File: config.mk
export PLATFORM = sky130hd
export DESIGN_NAME = mem_stage_flat
export DESIGN_NICKNAME = d
export VERILOG_FILES = /design/src/rtl/mem_stage_pkg.sv /design/src/rtl/mem_stage_if.sv /design/src/rtl/mem_stage_load_align.sv /design/src/rtl/mem_stage.sv /design/src/flat_wrapper.sv
export SDC_FILE = /design/constraint.sdc
export NUM_CORES = 1
export LEC_CHECK = 0
export ABC_AREA = 1
export BUFFER_PORTS_ARGS = -buffer_cell sky130_fd_sc_hd__buf_2
export CAP_MARGIN = 20
export CORE_AREA = 4 4 208 210
export CTS_CLUSTER_SIZE = 24
export DETAILED_ROUTE_END_ITERATION = 6
export DIE_AREA = 0 0 212 214
export RECOVER_POWER = 100
export SYNTH_ARGS = -nofsm -noshare
export SYNTH_HDL_FRONTEND = slang
export SYNTH_HIERARCHICAL = 1
export SYNTH_SLANG_ARGS = --single-unit
File: constraint.sdc
create_clock -name clk -period 7.5 [get_ports clk]
set_input_delay 0 -clock clk [delete_from_list [all_inputs] [get_ports clk]]
set_output_delay 0 -clock clk [all_outputs]
set_load 0.05 [all_outputs]
File: src/rtl/mem_stage_pkg.sv
// mem_stage_pkg: shared encodings for the memory-access stage
// (load_op bit positions, FSM states, ms_to_ws_bus field offsets).
package mem_stage_pkg;

  // load_op is one-hot {w, hu, h, bu, b}
  localparam int LD_B  = 0;
  localparam int LD_BU = 1;
  localparam int LD_H  = 2;
  localparam int LD_HU = 3;
  localparam int LD_W  = 4;

  typedef enum logic [1:0] {
    S_IDLE = 2'd0,
    S_WAIT = 2'd1,
    S_HELD = 2'd2
  } ms_state_e;

  localparam int BUS_PC_LSB   = 0;
  localparam int BUS_RES_LSB  = 32;
  localparam int BUS_DEST_LSB = 64;
  localparam int BUS_GRWE_BIT = 69;
  localparam int BUS_EX_BIT   = 70;
  localparam int BUS_SIDE_LSB = 71;

endpackage

File: src/rtl/mem_stage_if.sv
// mem_stage_if: EX-side, data-response, WB-side and decode-forwarding signals of mem_stage.
interface mem_stage_if #(
  parameter int SIDE_W = 160
);
  logic                 es_to_ms_valid;
  logic                 ms_allowin;
  logic [31:0]          es_pc;
  logic [31:0]          es_result;
  logic [4:0]           es_dest;
  logic                 es_gr_we;
  logic [4:0]           es_load_op;
  logic                 es_mem_req;
  logic                 es_ex;
  logic [SIDE_W-1:0]    es_side;
  logic                 data_sram_data_ok;
  logic [31:0]          data_sram_rdata;
  logic                 ws_allowin;
  logic                 ws_flush_pipe;
  logic                 ms_to_ws_valid;
  logic [SIDE_W+70:0]   ms_to_ws_bus;
  logic                 ms_fwd_we;
  logic [4:0]           ms_fwd_dest;
  logic [31:0]          ms_fwd_data;
  logic                 ms_fwd_block;

  modport master (
    output es_to_ms_valid, es_pc, es_result, es_dest, es_gr_we, es_load_op,
           es_mem_req, es_ex, es_side, data_sram_data_ok, data_sram_rdata,
           ws_allowin, ws_flush_pipe,
    input  ms_allowin, ms_to_ws_valid, ms_to_ws_bus, ms_fwd_we, ms_fwd_dest,
           ms_fwd_data, ms_fwd_block
  );

  modport slave (
    input  es_to_ms_valid, es_pc, es_result, es_dest, es_gr_we, es_load_op,
           es_mem_req, es_ex, es_side, data_sram_data_ok, data_sram_rdata,
           ws_allowin, ws_flush_pipe,
    output ms_allowin, ms_to_ws_valid, ms_to_ws_bus, ms_fwd_we, ms_fwd_dest,
           ms_fwd_data, ms_fwd_block
  );
endinterface

File: src/rtl/mem_stage_load_align.sv
// mem_stage_load_align: picks the byte/halfword at addr_lo out of the response word and extends it.
module mem_stage_load_align
  import mem_stage_pkg::*;
(
  input  logic [31:0] rdata_i,
  input  logic [1:0]  addr_lo_i,
  input  logic [4:0]  load_op_i,
  output logic [31:0] data_o
);
  logic [7:0]  byte_s;
  logic [15:0] half_s;

  // Lane select followed by sign/zero extension according to the one-hot load_op
  always_comb begin
    case (addr_lo_i)
      2'd0:    byte_s = rdata_i[7:0];
      2'd1:    byte_s = rdata_i[15:8];
      2'd2:    byte_s = rdata_i[23:16];
      2'd3:    byte_s = rdata_i[31:24];
      default: byte_s = rdata_i[7:0];
    endcase
    if (addr_lo_i[1]) begin
      half_s = rdata_i[31:16];
    end else begin
      half_s = rdata_i[15:0];
    end
    if (load_op_i[LD_B]) begin
      data_o = {{24{byte_s[7]}}, byte_s};
    end else if (load_op_i[LD_BU]) begin
      data_o = {24'd0, byte_s};
    end else if (load_op_i[LD_H]) begin
      data_o = {{16{half_s[15]}}, half_s};
    end else if (load_op_i[LD_HU]) begin
      data_o = {16'd0, half_s};
    end else if (load_op_i[LD_W]) begin
      data_o = rdata_i;
    end else begin
      data_o = rdata_i;
    end
  end
endmodule

File: src/rtl/mem_stage.sv
// mem_stage: pipeline memory-access stage between EX and WB, with load-response wait and discard.
// Optional MS_LOAD_FWD_EN: forward extracted load data to decode from the data_ok cycle on.
module mem_stage
  import mem_stage_pkg::*;
#(
  parameter int SIDE_W = 160,
  parameter int DISC_W = 2
) (
  input logic        clk,
  input logic        reset,
  mem_stage_if.slave ms
);
  logic              ms_valid_q;
  ms_state_e         state_q;
  logic [DISC_W-1:0] disc_cnt_q;
  logic [DISC_W-1:0] disc_cnt_d;
  logic [31:0]       pc_q;
  logic [31:0]       result_q;
  logic [31:0]       hold_q;
  logic [4:0]        dest_q;
  logic [4:0]        load_op_q;
  logic              gr_we_q;
  logic              mem_req_q;
  logic              ex_q;
  logic [SIDE_W-1:0] side_q;

  logic              disc_zero_s;
  logic              resp_ok_s;
  logic              ready_go_s;
  logic              allowin_s;
  logic              is_load_s;
  logic [31:0]       align_s;
  logic [31:0]       final_result_s;
  logic [SIDE_W+70:0] bus_s;

  mem_stage_load_align u_load_align (
    .rdata_i   (ms.data_sram_rdata),
    .addr_lo_i (result_q[1:0]),
    .load_op_i (load_op_q),
    .data_o    (align_s)
  );

  // Handshake, result selection and discard-counter next state
  always_comb begin
    disc_zero_s = (disc_cnt_q == {DISC_W{1'b0}});
    resp_ok_s   = (state_q == S_WAIT) && ms.data_sram_data_ok && disc_zero_s;
    is_load_s   = (load_op_q != 5'd0);
    case (state_q)
      S_IDLE:  ready_go_s = 1'b1;
      S_WAIT:  ready_go_s = resp_ok_s;
      S_HELD:  ready_go_s = 1'b1;
      default: ready_go_s = 1'b0;
    endcase
    allowin_s = !reset && !ms.ws_flush_pipe && disc_zero_s
              && (!ms_valid_q || (ready_go_s && ms.ws_allowin));
    if (is_load_s && !ex_q && (state_q == S_HELD)) begin
      final_result_s = hold_q;
    end else if (is_load_s && !ex_q && mem_req_q) begin
      final_result_s = align_s;
    end else begin
      final_result_s = result_q;
    end
    // A flushed request still owes a response; count it so it is never consumed.
    if (!disc_zero_s && ms.data_sram_data_ok) begin
      disc_cnt_d = disc_cnt_q - DISC_W'(1);
    end else if (ms.ws_flush_pipe && (state_q == S_WAIT) && !ms.data_sram_data_ok) begin
      disc_cnt_d = disc_cnt_q + DISC_W'(1);
    end else begin
      disc_cnt_d = disc_cnt_q;
    end
  end

  // Stage registers and the IDLE/WAIT/HELD state machine
  always_ff @(posedge clk or posedge reset) begin
    if (reset) begin
      ms_valid_q <= 1'b0;
      state_q    <= S_IDLE;
      disc_cnt_q <= {DISC_W{1'b0}};
      pc_q       <= 32'd0;
      result_q   <= 32'd0;
      hold_q     <= 32'd0;
      dest_q     <= 5'd0;
      load_op_q  <= 5'd0;
      gr_we_q    <= 1'b0;
      mem_req_q  <= 1'b0;
      ex_q       <= 1'b0;
      side_q     <= {SIDE_W{1'b0}};
    end else begin
      disc_cnt_q <= disc_cnt_d;
      if (ms.ws_flush_pipe) begin
        ms_valid_q <= 1'b0;
        state_q    <= S_IDLE;
      end else if (allowin_s) begin
        ms_valid_q <= ms.es_to_ms_valid;
        if (ms.es_to_ms_valid) begin
          pc_q      <= ms.es_pc;
          result_q  <= ms.es_result;
          dest_q    <= ms.es_dest;
          gr_we_q   <= ms.es_gr_we;
          load_op_q <= ms.es_load_op;
          mem_req_q <= ms.es_mem_req;
          ex_q      <= ms.es_ex;
          side_q    <= ms.es_side;
          state_q   <= (ms.es_mem_req && !ms.es_ex) ? S_WAIT : S_IDLE;
        end else begin
          state_q <= S_IDLE;
        end
      end else begin
        case (state_q)
          S_WAIT: begin
            if (resp_ok_s) begin
              hold_q  <= align_s;
              state_q <= S_HELD;
            end
          end
          default: state_q <= state_q;
        endcase
      end
    end
  end

  // Pack the WB bus from its field offsets
  always_comb begin
    bus_s = {(SIDE_W+71){1'b0}};
    bus_s[BUS_PC_LSB +: 32]       = pc_q;
    bus_s[BUS_RES_LSB +: 32]      = final_result_s;
    bus_s[BUS_DEST_LSB +: 5]      = dest_q;
    bus_s[BUS_GRWE_BIT]           = gr_we_q;
    bus_s[BUS_EX_BIT]             = ex_q;
    bus_s[BUS_SIDE_LSB +: SIDE_W] = side_q;
  end

  assign ms.ms_allowin     = allowin_s;
  assign ms.ms_to_ws_valid = ms_valid_q && ready_go_s && !ms.ws_flush_pipe;
  assign ms.ms_to_ws_bus   = bus_s;
  assign ms.ms_fwd_we      = ms_valid_q && gr_we_q && !ex_q;
  assign ms.ms_fwd_dest    = dest_q;
`ifdef MS_LOAD_FWD_EN
  assign ms.ms_fwd_data    = final_result_s;
  assign ms.ms_fwd_block   = ms_valid_q && is_load_s && (state_q != S_HELD) && !resp_ok_s;
`else
  assign ms.ms_fwd_data    = result_q;
  assign ms.ms_fwd_block   = ms_valid_q && is_load_s;
`endif

endmodule

File: src/flat_wrapper.sv
// flat-port wrapper written by rule: the top's interface ports become plain ports
module mem_stage_flat import mem_stage_pkg::*;
#(
  parameter int SIDE_W = 160,
  parameter int DISC_W = 2
)
  (clk, reset, ms_es_to_ms_valid, ms_es_pc, ms_es_result, ms_es_dest, ms_es_gr_we, ms_es_load_op, ms_es_mem_req, ms_es_ex, ms_es_side, ms_data_sram_data_ok, ms_data_sram_rdata, ms_ws_allowin, ms_ws_flush_pipe, ms_ms_allowin, ms_ms_to_ws_valid, ms_ms_to_ws_bus, ms_ms_fwd_we, ms_ms_fwd_dest, ms_ms_fwd_data, ms_ms_fwd_block);
  mem_stage_if #(.SIDE_W(SIDE_W)) ms_i ();
  input logic clk;
  input logic reset;
  input wire logic [$bits(ms_i.es_to_ms_valid)-1:0] ms_es_to_ms_valid;
  input wire logic [$bits(ms_i.es_pc)-1:0] ms_es_pc;
  input wire logic [$bits(ms_i.es_result)-1:0] ms_es_result;
  input wire logic [$bits(ms_i.es_dest)-1:0] ms_es_dest;
  input wire logic [$bits(ms_i.es_gr_we)-1:0] ms_es_gr_we;
  input wire logic [$bits(ms_i.es_load_op)-1:0] ms_es_load_op;
  input wire logic [$bits(ms_i.es_mem_req)-1:0] ms_es_mem_req;
  input wire logic [$bits(ms_i.es_ex)-1:0] ms_es_ex;
  input wire logic [$bits(ms_i.es_side)-1:0] ms_es_side;
  input wire logic [$bits(ms_i.data_sram_data_ok)-1:0] ms_data_sram_data_ok;
  input wire logic [$bits(ms_i.data_sram_rdata)-1:0] ms_data_sram_rdata;
  input wire logic [$bits(ms_i.ws_allowin)-1:0] ms_ws_allowin;
  input wire logic [$bits(ms_i.ws_flush_pipe)-1:0] ms_ws_flush_pipe;
  output wire logic [$bits(ms_i.ms_allowin)-1:0] ms_ms_allowin;
  output wire logic [$bits(ms_i.ms_to_ws_valid)-1:0] ms_ms_to_ws_valid;
  output wire logic [$bits(ms_i.ms_to_ws_bus)-1:0] ms_ms_to_ws_bus;
  output wire logic [$bits(ms_i.ms_fwd_we)-1:0] ms_ms_fwd_we;
  output wire logic [$bits(ms_i.ms_fwd_dest)-1:0] ms_ms_fwd_dest;
  output wire logic [$bits(ms_i.ms_fwd_data)-1:0] ms_ms_fwd_data;
  output wire logic [$bits(ms_i.ms_fwd_block)-1:0] ms_ms_fwd_block;
  assign ms_i.es_to_ms_valid = ms_es_to_ms_valid;
  assign ms_i.es_pc = ms_es_pc;
  assign ms_i.es_result = ms_es_result;
  assign ms_i.es_dest = ms_es_dest;
  assign ms_i.es_gr_we = ms_es_gr_we;
  assign ms_i.es_load_op = ms_es_load_op;
  assign ms_i.es_mem_req = ms_es_mem_req;
  assign ms_i.es_ex = ms_es_ex;
  assign ms_i.es_side = ms_es_side;
  assign ms_i.data_sram_data_ok = ms_data_sram_data_ok;
  assign ms_i.data_sram_rdata = ms_data_sram_rdata;
  assign ms_i.ws_allowin = ms_ws_allowin;
  assign ms_i.ws_flush_pipe = ms_ws_flush_pipe;
  assign ms_ms_allowin = ms_i.ms_allowin;
  assign ms_ms_to_ws_valid = ms_i.ms_to_ws_valid;
  assign ms_ms_to_ws_bus = ms_i.ms_to_ws_bus;
  assign ms_ms_fwd_we = ms_i.ms_fwd_we;
  assign ms_ms_fwd_dest = ms_i.ms_fwd_dest;
  assign ms_ms_fwd_data = ms_i.ms_fwd_data;
  assign ms_ms_fwd_block = ms_i.ms_fwd_block;
  mem_stage #(.SIDE_W(SIDE_W), .DISC_W(DISC_W)) u_core (.clk(clk), .reset(reset), .ms(ms_i));
endmodule
==> results of run 1 <==
## sequential cells by signal (all words and copies together) (netlist names)
| register | flops |
|---|---|
| u_core/hold_q | 32 |
| u_core/mem_req_q | 1 |
| u_core/ms.ms_fwd_data | 32 |
| u_core/state_q | 2 |
| u_core/side_q | 160 |
| u_core/load_op_q | 5 |
| u_core/pc_q | 32 |
| u_core/ex_q | 1 |
| u_core/ms.ms_fwd_dest | 5 |
| u_core/gr_we_q | 1 |
| u_core/ms_valid_q | 1 |
| u_core/disc_cnt_q | 2 |
## routing by layer
layer / global-route usage [%] / vias to the layer above
met4: 10.2 / 0
met1: 24.0 / 6172
met3: 5.73 / 138
li1: - / 6388
met5: 0 / -
met2: 35.7 / 603
## critical path: cells and delay by family, from the launching register on
kind,cells,cell delay [ns]
flip-flops,1,0.31
buffers and inverters,2,2.01
AND/OR/NAND/NOR,5,1.55
AO/OA/AOI/OAI,1,0.28
## metrics by stage
| step | hold slack (ns) | power [mW] | setup WS, ns | area (sq um) | std cells |
|---|---|---|---|---|---|
| after detailed placement | 0.0635 | 8.15 | 4.64 | 16400 | 2571 |
| after global placement | 0.0744 | 8.10 | 4.69 | 16400 | 2571 |
| final | 0.0507 | 9.42 | 2.80 | 19000 | 2897 |
| after CTS | 0.00886 | 9.94 | 4.22 | 20100 | 2887 |
| after global routing | 0.0667 | 9.93 | 2.42 | 18900 | 2893 |
| after floorplan | 0.132 | 6.81 | 3.88 | 13800 | 1570 |
## area by class of cell
type | instances | area, sq um
fill | 4327 | 22600
sequential | 274 | 6860
timing repair buffer | 822 | 5140
multi-input combinational | 929 | 4160
inverter | 269 | 1010
clock buffer | 50 | 992
tap | 539 | 674
clock inverter | 9 | 105
antenna | 5 | 12.5
## cells in the final DEF, fill, tap and decap left out, types with 2 or more instances in the layout
cell / Yosys / routed
a21oi_1: 15 / 15
a31oi_1: 32 / 32
buf_2: 10 / 275
buf_4: 10 / 9
bufinv_16: 0 / 2
clkbuf_1: 20 / 284
clkbuf_16: 0 / 35
clkbuf_8: 0 / 6
clkinv_1: 2 / 2
clkinv_2: 0 / 4
dfrtp_1: 274 / 274
diode_2: 0 / 5
dlygate4sd3_1: 0 / 259
inv_1: 264 / 263
inv_2: 3 / 3
inv_6: 0 / 2
nand2_1: 473 / 484
nand2_2: 13 / 2
nand2_4: 2 / 2
nand3_1: 35 / 37
nand3_2: 4 / 4
nand4_1: 34 / 34
nor2_1: 50 / 52
nor2_2: 4 / 2
nor3_1: 2 / 2
o21ai_0: 24 / 242
o21ai_1: 13 / 9
o21ai_2: 220 / 6
## how the worst min path moves through the flow
stage / startpoint / end / slack [ns] / cells after the start
2_1_floorplan: ms_es_side[60] / u_core/side_q[60] / 0.13 / 2
3_3_place_gp: reset / u_core/disc_cnt_q[0] / 0.07 / 2
3_5_place_dp: reset / u_core/disc_cnt_q[0] / 0.06 / 2
4_1_cts: ms_data_sram_rdata[18] / u_core/hold_q[18] / 0.009 / 7
5_1_grt: ms_data_sram_rdata[19] / u_core/hold_q[3] / 0.07 / 7
6_report: ms_data_sram_rdata[16] / u_core/hold_q[0] / 0.05 / 7
## cells by family (layout without fill, tap and decap cells)
logic type      Yosys count  count (layout)  synth area share, %
compound gates          306             306                 17.5
xor+xnor                  1               1               0.0637
buf+inv                 367            1150                 13.6
flops                   274             274                 49.9
other cells               0               5                    0
simple gates            622             622                 19.0
## power by group through the flow
stage	Clock (mW)	Sequential (mW)	Combinational (mW)
6_report	1.63	2.59	5.20
5_1_grt	1.74	2.68	5.50
4_1_cts	1.68	2.57	5.69
3_5_place_dp	0	2.57	5.58
3_3_place_gp	0	2.57	5.53
2_1_floorplan	0	4.60	2.20
==> results.py, run 1 <==
metrics = {
    "synthesis": {
        "ys_ff_latch": 274,
        "synth.avg_cell_area_sq_um": 8.76,
        "synth_top_flop_cell": "dfrtp_1",
        "syn_inst": 1570,
        "yosysSeqAreaShare_pct": 49.9,
        "synth_top_cell_by_area": "dfrtp_1",
        "netlist_area_sq_um": 13700,
        "synth_nets": 1845,
        "synth_edf_count": 0,
        "synth.area.top_cells": "dfrtp_1 50%, o21ai_2 14%, nand2_1 13%",
        "postSynth.asyncResetShare_pct": 100,
        "synth_common_cells": "473 x nand2_1, 274 x dfrtp_1, 264 x inv_1",
        "ys_types": 30,
        "yosys.cell_count.top_type": "nand2_1",
        "netlist.area_leader.share_pct": 49.9,
        "ys_warn_count": 6,
    },
    "global_route": {
        "grt_usage_pct": 20.9,
        "first_global_vias": 13700,
        "antenna_found_initial": 4,
        "grt_first_pass_wirelength_um": 75800,
        "grt_max_degree": 186,
        "grt_overflow": 0,
    },
    "timing": {
        "fin_crit_ns": 4.70,
        "tns_ns": 0,
        "slew_violations": 379,
        "setup_viol": 0,
        "timing.final.crit_share_pct": 62.6,
        "finClkSkew_ns": 0.0176,
        "grt_setup_unrepaired": "no",
        "slew_headroom_pct": -127,
        "fmaxAchievable_mhz": 213,
        "worstMarginPinSlew_ns": 3.40,
        "hold_viol": 0,
    },
    "flow_run": {
        "cap_violations": 5,
    },
    "worst_setup_path": {
        "cpMaxStageDelayCell": "clkbuf_1",
        "critPathCaptureType": "primary output",
        "ff2ff_path_depth": 10,
        "critical_path_required_ns": 7.50,
        "r2r_end": "u_core/ms.ms_fwd_dest[4]",
        "path_cells": "clkbuf_1, nand3_1, nand3_2, nand3_1, nand2_1, nand2_1, a31oi_1, clkbuf_1",
        "cp_max_fo": 47,
        "endpoint": "ms_ms_to_ws_bus[57]",
        "r2r_start": "u_core/disc_cnt_q[0]",
        "crit_path_max_incr_delay_ns": 1.50,
        "start_kind": "flop",
        "crit_arrival_ns": 4.70,
        "crit_start": "u_core/ms.ms_fwd_data[1]",
        "reg2reg_slack_ns": 3.50,
        "critical_path_class": "flop to primary output",
    },
    "route": {
        "met2_length_um": 24000,
        "ant_nets": 0,
        "wirelength_um": 49400,
        "route.detailed.drc": 0,
        "wirelength_met1_um": 18900,
        "top_layer_used": "met4",
        "drt-pass1-iter-count": 5,
        "wl_per_cell_um": 17.0,
        "vias": 13300,
        "vias_per_cell": 4.59,
        "drt_iter0_drc": 856,
        "wl_met3_um": 3810,
    },
    "clocking": {
        "htreeDepth": 2,
        "numCtsBuffers": 34,
        "cts_tree": "yes",
        "clk_latency_ns": 0.52,
        "cts_resized": 0,
        "clkTransAtPathRegs_ns": 0.06,
        "cts-root-buf": "clkbuf_16",
        "clock_path_buffers": 3,
        "postCtsSetupBuffers": 0,
        "cts_sinks": 274,
        "hold_buffers": 257,
    },
    "status": {
        "status": "finished with violations",
        "violations": "max-capacitance violations, max-slew violations",
    },
    "min_path": {
        "min_path_type": "input port to flop",
    },
    "power_and_ir_drop": {
        "p_per_area_nw_per_um2": 497,
        "p_comb_share_pct": 55.2,
        "vdd_drop_max_v": 0.000334,
        "pwr-share-seq_pct": 27.5,
        "p_leak_nw": 10.1,
        "intPower_mw": 4.09,
        "clockPowerShare_pct": 17.3,
        "switchingPower_mw": 5.32,
        "switching_share_pct": 56.5,
    },
    "die": {
        "start_util_pct": 33.1,
        "io_pins": 547,
        "rows": 75,
        "chipHeight_um": 214,
        "die-area_sq_um": 45400,
        "dieWidth_um": 212,
        "coreArea_sq_um": 41600,
    },
    "final_layout": {
        "final_nets": 2605,
        "area_growth_pct": 37.9,
        "drive_gt1_share_pct": 15.3,
        "fin_util_pct": 45.6,
    },
    "place": {
        "hpwlAfterDp_um": 33500,
        "io_buffers": 546,
        "place.gp.congestion": 0.885,
    },
}
No activity file was read; power rests on OpenSTA's default activity.
==> run 2, diff against run 1 <==
==> constraint.sdc (replaced) <==
create_clock -name clk -period 4.3 [get_ports clk]
set_input_delay 0 -clock clk [delete_from_list [all_inputs] [get_ports clk]]
set_output_delay 0 -clock clk [all_outputs]
set_load 0.05 [all_outputs]
==> results.py, run 2 (synthesized netlist as in run 1, its figures left out) <==
metrics = {
    "status": {
        "status": "finished with violations",
        "violations": "design-rule violations, max-capacitance violations, max-slew violations",
    },
    "clocking": {
        "cts_resized": 0,
        "cts_tree": "yes",
        "clk_latency_ns": 0.54,
        "postCtsSetupBuffers": 0,
        "cts-root-buf": "clkbuf_16",
        "clock_path_buffers": 3,
        "clkTransAtPathRegs_ns": 0.05,
        "cts_sinks": 274,
        "numCtsBuffers": 35,
        "htreeDepth": 2,
    },
    "worst_setup_path": {
        "start_kind": "flop",
        "cpMostUsedCell": "nand2_1",
        "path_cells": "clkbuf_1, nand2_1, nand2_1, nand3_1, nand2_1, nand2_1, a31oi_1, buf_2",
        "critical_path_buf_inv_count": 2,
        "critPathCaptureType": "primary output",
        "cp_top_family": "flip-flops",
        "critical_path_required_ns": 4.30,
        "crit_path_max_incr_delay_ns": 1.03,
        "crit_arrival_ns": 3.56,
        "critical_path_class": "flop to primary output",
        "cpMaxStageDelayCell": "dfrtp_1",
        "cp_max_fo": 30,
    },
    "timing": {
        "grt_setup_unrepaired": "no",
        "fin_crit_ns": 3.56,
        "setup_viol": 0,
        "tns_ns": 0,
        "hold_viol": 0,
        "slew_headroom_pct": -16.5,
        "worstMarginPinSlew_ns": 1.74,
        "slew_violations": 177,
        "holdWs_ns": 0.0553,
        "finClkSkew_ns": 0.0212,
        "timing.final.crit_share_pct": 82.8,
        "fmaxAchievable_mhz": 281,
    },
    "route": {
        "wirelength_um": 50600,
        "vias_per_cell": 4.64,
        "route.detailed.drc": 1,
        "drt_iter0_drc": 1062,
        "wl_per_cell_um": 17.5,
        "ant_nets": 0,
        "drt-pass1-iter-count": 7,
        "vias": 13400,
    },
    "final_layout": {
        "largest_reg_flops": 160,
        "finalInstanceArea_sq_um": 19000,
        "regMostFlops": "u_core/side_q",
        "final_nets": 2608,
        "area_growth_pct": 38.5,
        "fin_util_pct": 45.8,
        "drive_gt1_share_pct": 16.5,
        "final_cell_mix": "477 x nand2_1, 280 x buf_2, 277 x clkbuf_1, 274 x dfrtp_1, 263 x inv_1",
        "layout_commonest_cell": "nand2_1",
    },
    "place": {
        "place_area_sq_um": 16500,
        "io_buffers": 546,
        "hpwlAfterDp_um": 35000,
        "place.gp.congestion": 0.970,
    },
    "die": {
        "die-area_sq_um": 45400,
        "io_pins": 547,
        "rows": 75,
        "chipHeight_um": 214,
        "start_util_pct": 33.1,
        "dieWidth_um": 212,
        "coreArea_sq_um": 41600,
    },
    "flow_run": {
        "cap_violations": 3,
    },
    "global_route": {
        "grt_overflow": 0,
        "grt_usage_pct": 21.5,
        "first_global_vias": 14100,
        "antenna_found_initial": 7,
        "grt_first_pass_wirelength_um": 78500,
        "grt_max_degree": 107,
    },
    "power_and_ir_drop": {
        "finalPower_mw": 16.6,
        "vdd_drop_max_v": 0.000646,
        "p_per_area_nw_per_um2": 870,
        "p_leak_nw": 10.2,
    },
    "min_path": {
        "min_path_type": "input port to flop",
    },
}
run 2: cell types whose count changed in the layout (fill, tap and decap cells not counted), moves of 4 or more:
cell	change
buf_2	+5
buf_4	-4
clkbuf_1	-7
clkbuf_4	+6
nand2_1	-7
nand2_2	+7
o21ai_0	-11
o21ai_2	+11
run 2: routing by layer:
metal  share of wire [%]  track usage [%]  up-vias
met2                  48             36.5      653
met5               0.085                0        -
li1                    -                -     6391
met3                 8.0             5.23      155
met4                 5.3             10.7        6
met1                  38             25.3     6223
run 2: worst min-delay path, delay by kind of cell:
family | cells | cell delay (ns)
buffers and inverters | 1 | 0.15
AND/OR/NAND/NOR | 6 | 0.40
run 2: path summary, 6_finish.rpt:
check,endpoint,slack [ns],start,cells past startpoint
min in group asynchronous,u_core/disc_cnt_q[0],0.54,reset,3
min,u_core/hold_q[20],0.06,ms_data_sram_rdata[20],7
min reg2reg,u_core/hold_q[28],0.47,u_core/hold_q[28],2
max reg2reg,u_core/hold_q[3],1.00,u_core/disc_cnt_q[0],9
max,ms_ms_to_ws_bus[39],0.74,u_core/ms.ms_fwd_data[1],8
max in group asynchronous,u_core/side_q[123],1.46,reset,4
run 2: timing repair:
item,in CTS,in global routing
endpoints found under the hold margin,288,0
endpoints found under the setup margin,0,0
hold buffers,258,0
run 2: per-stage QoR:
step | cells | setup slack [ns]
2_1_floorplan | 1570 | 0.677
3_5_place_dp | 2576 | 1.66
4_1_cts | 2892 | 1.12
6_report | 2897 | 0.741
5_1_grt | 2896 | 0.496
3_3_place_gp | 2576 | 1.76
run 2: area by class of cell:
type | count | area, sq um
Clock buffer | 45 | 983
Fill cell | 4314 | 22500
Timing Repair Buffer | 824 | 5110
Sequential cell | 274 | 6860
Clock inverter | 13 | 159
Tap cell | 539 | 674
Antenna cell | 4 | 10.0
Inverter | 269 | 1010
Multi-Input combinational cell | 929 | 4240
run 2: report_power, final:
part	switching, mW	total, mW	internal, mW
registers	0.850	4.58	3.73
logic	7.37	9.06	1.69
clock network	1.14	2.94	1.79
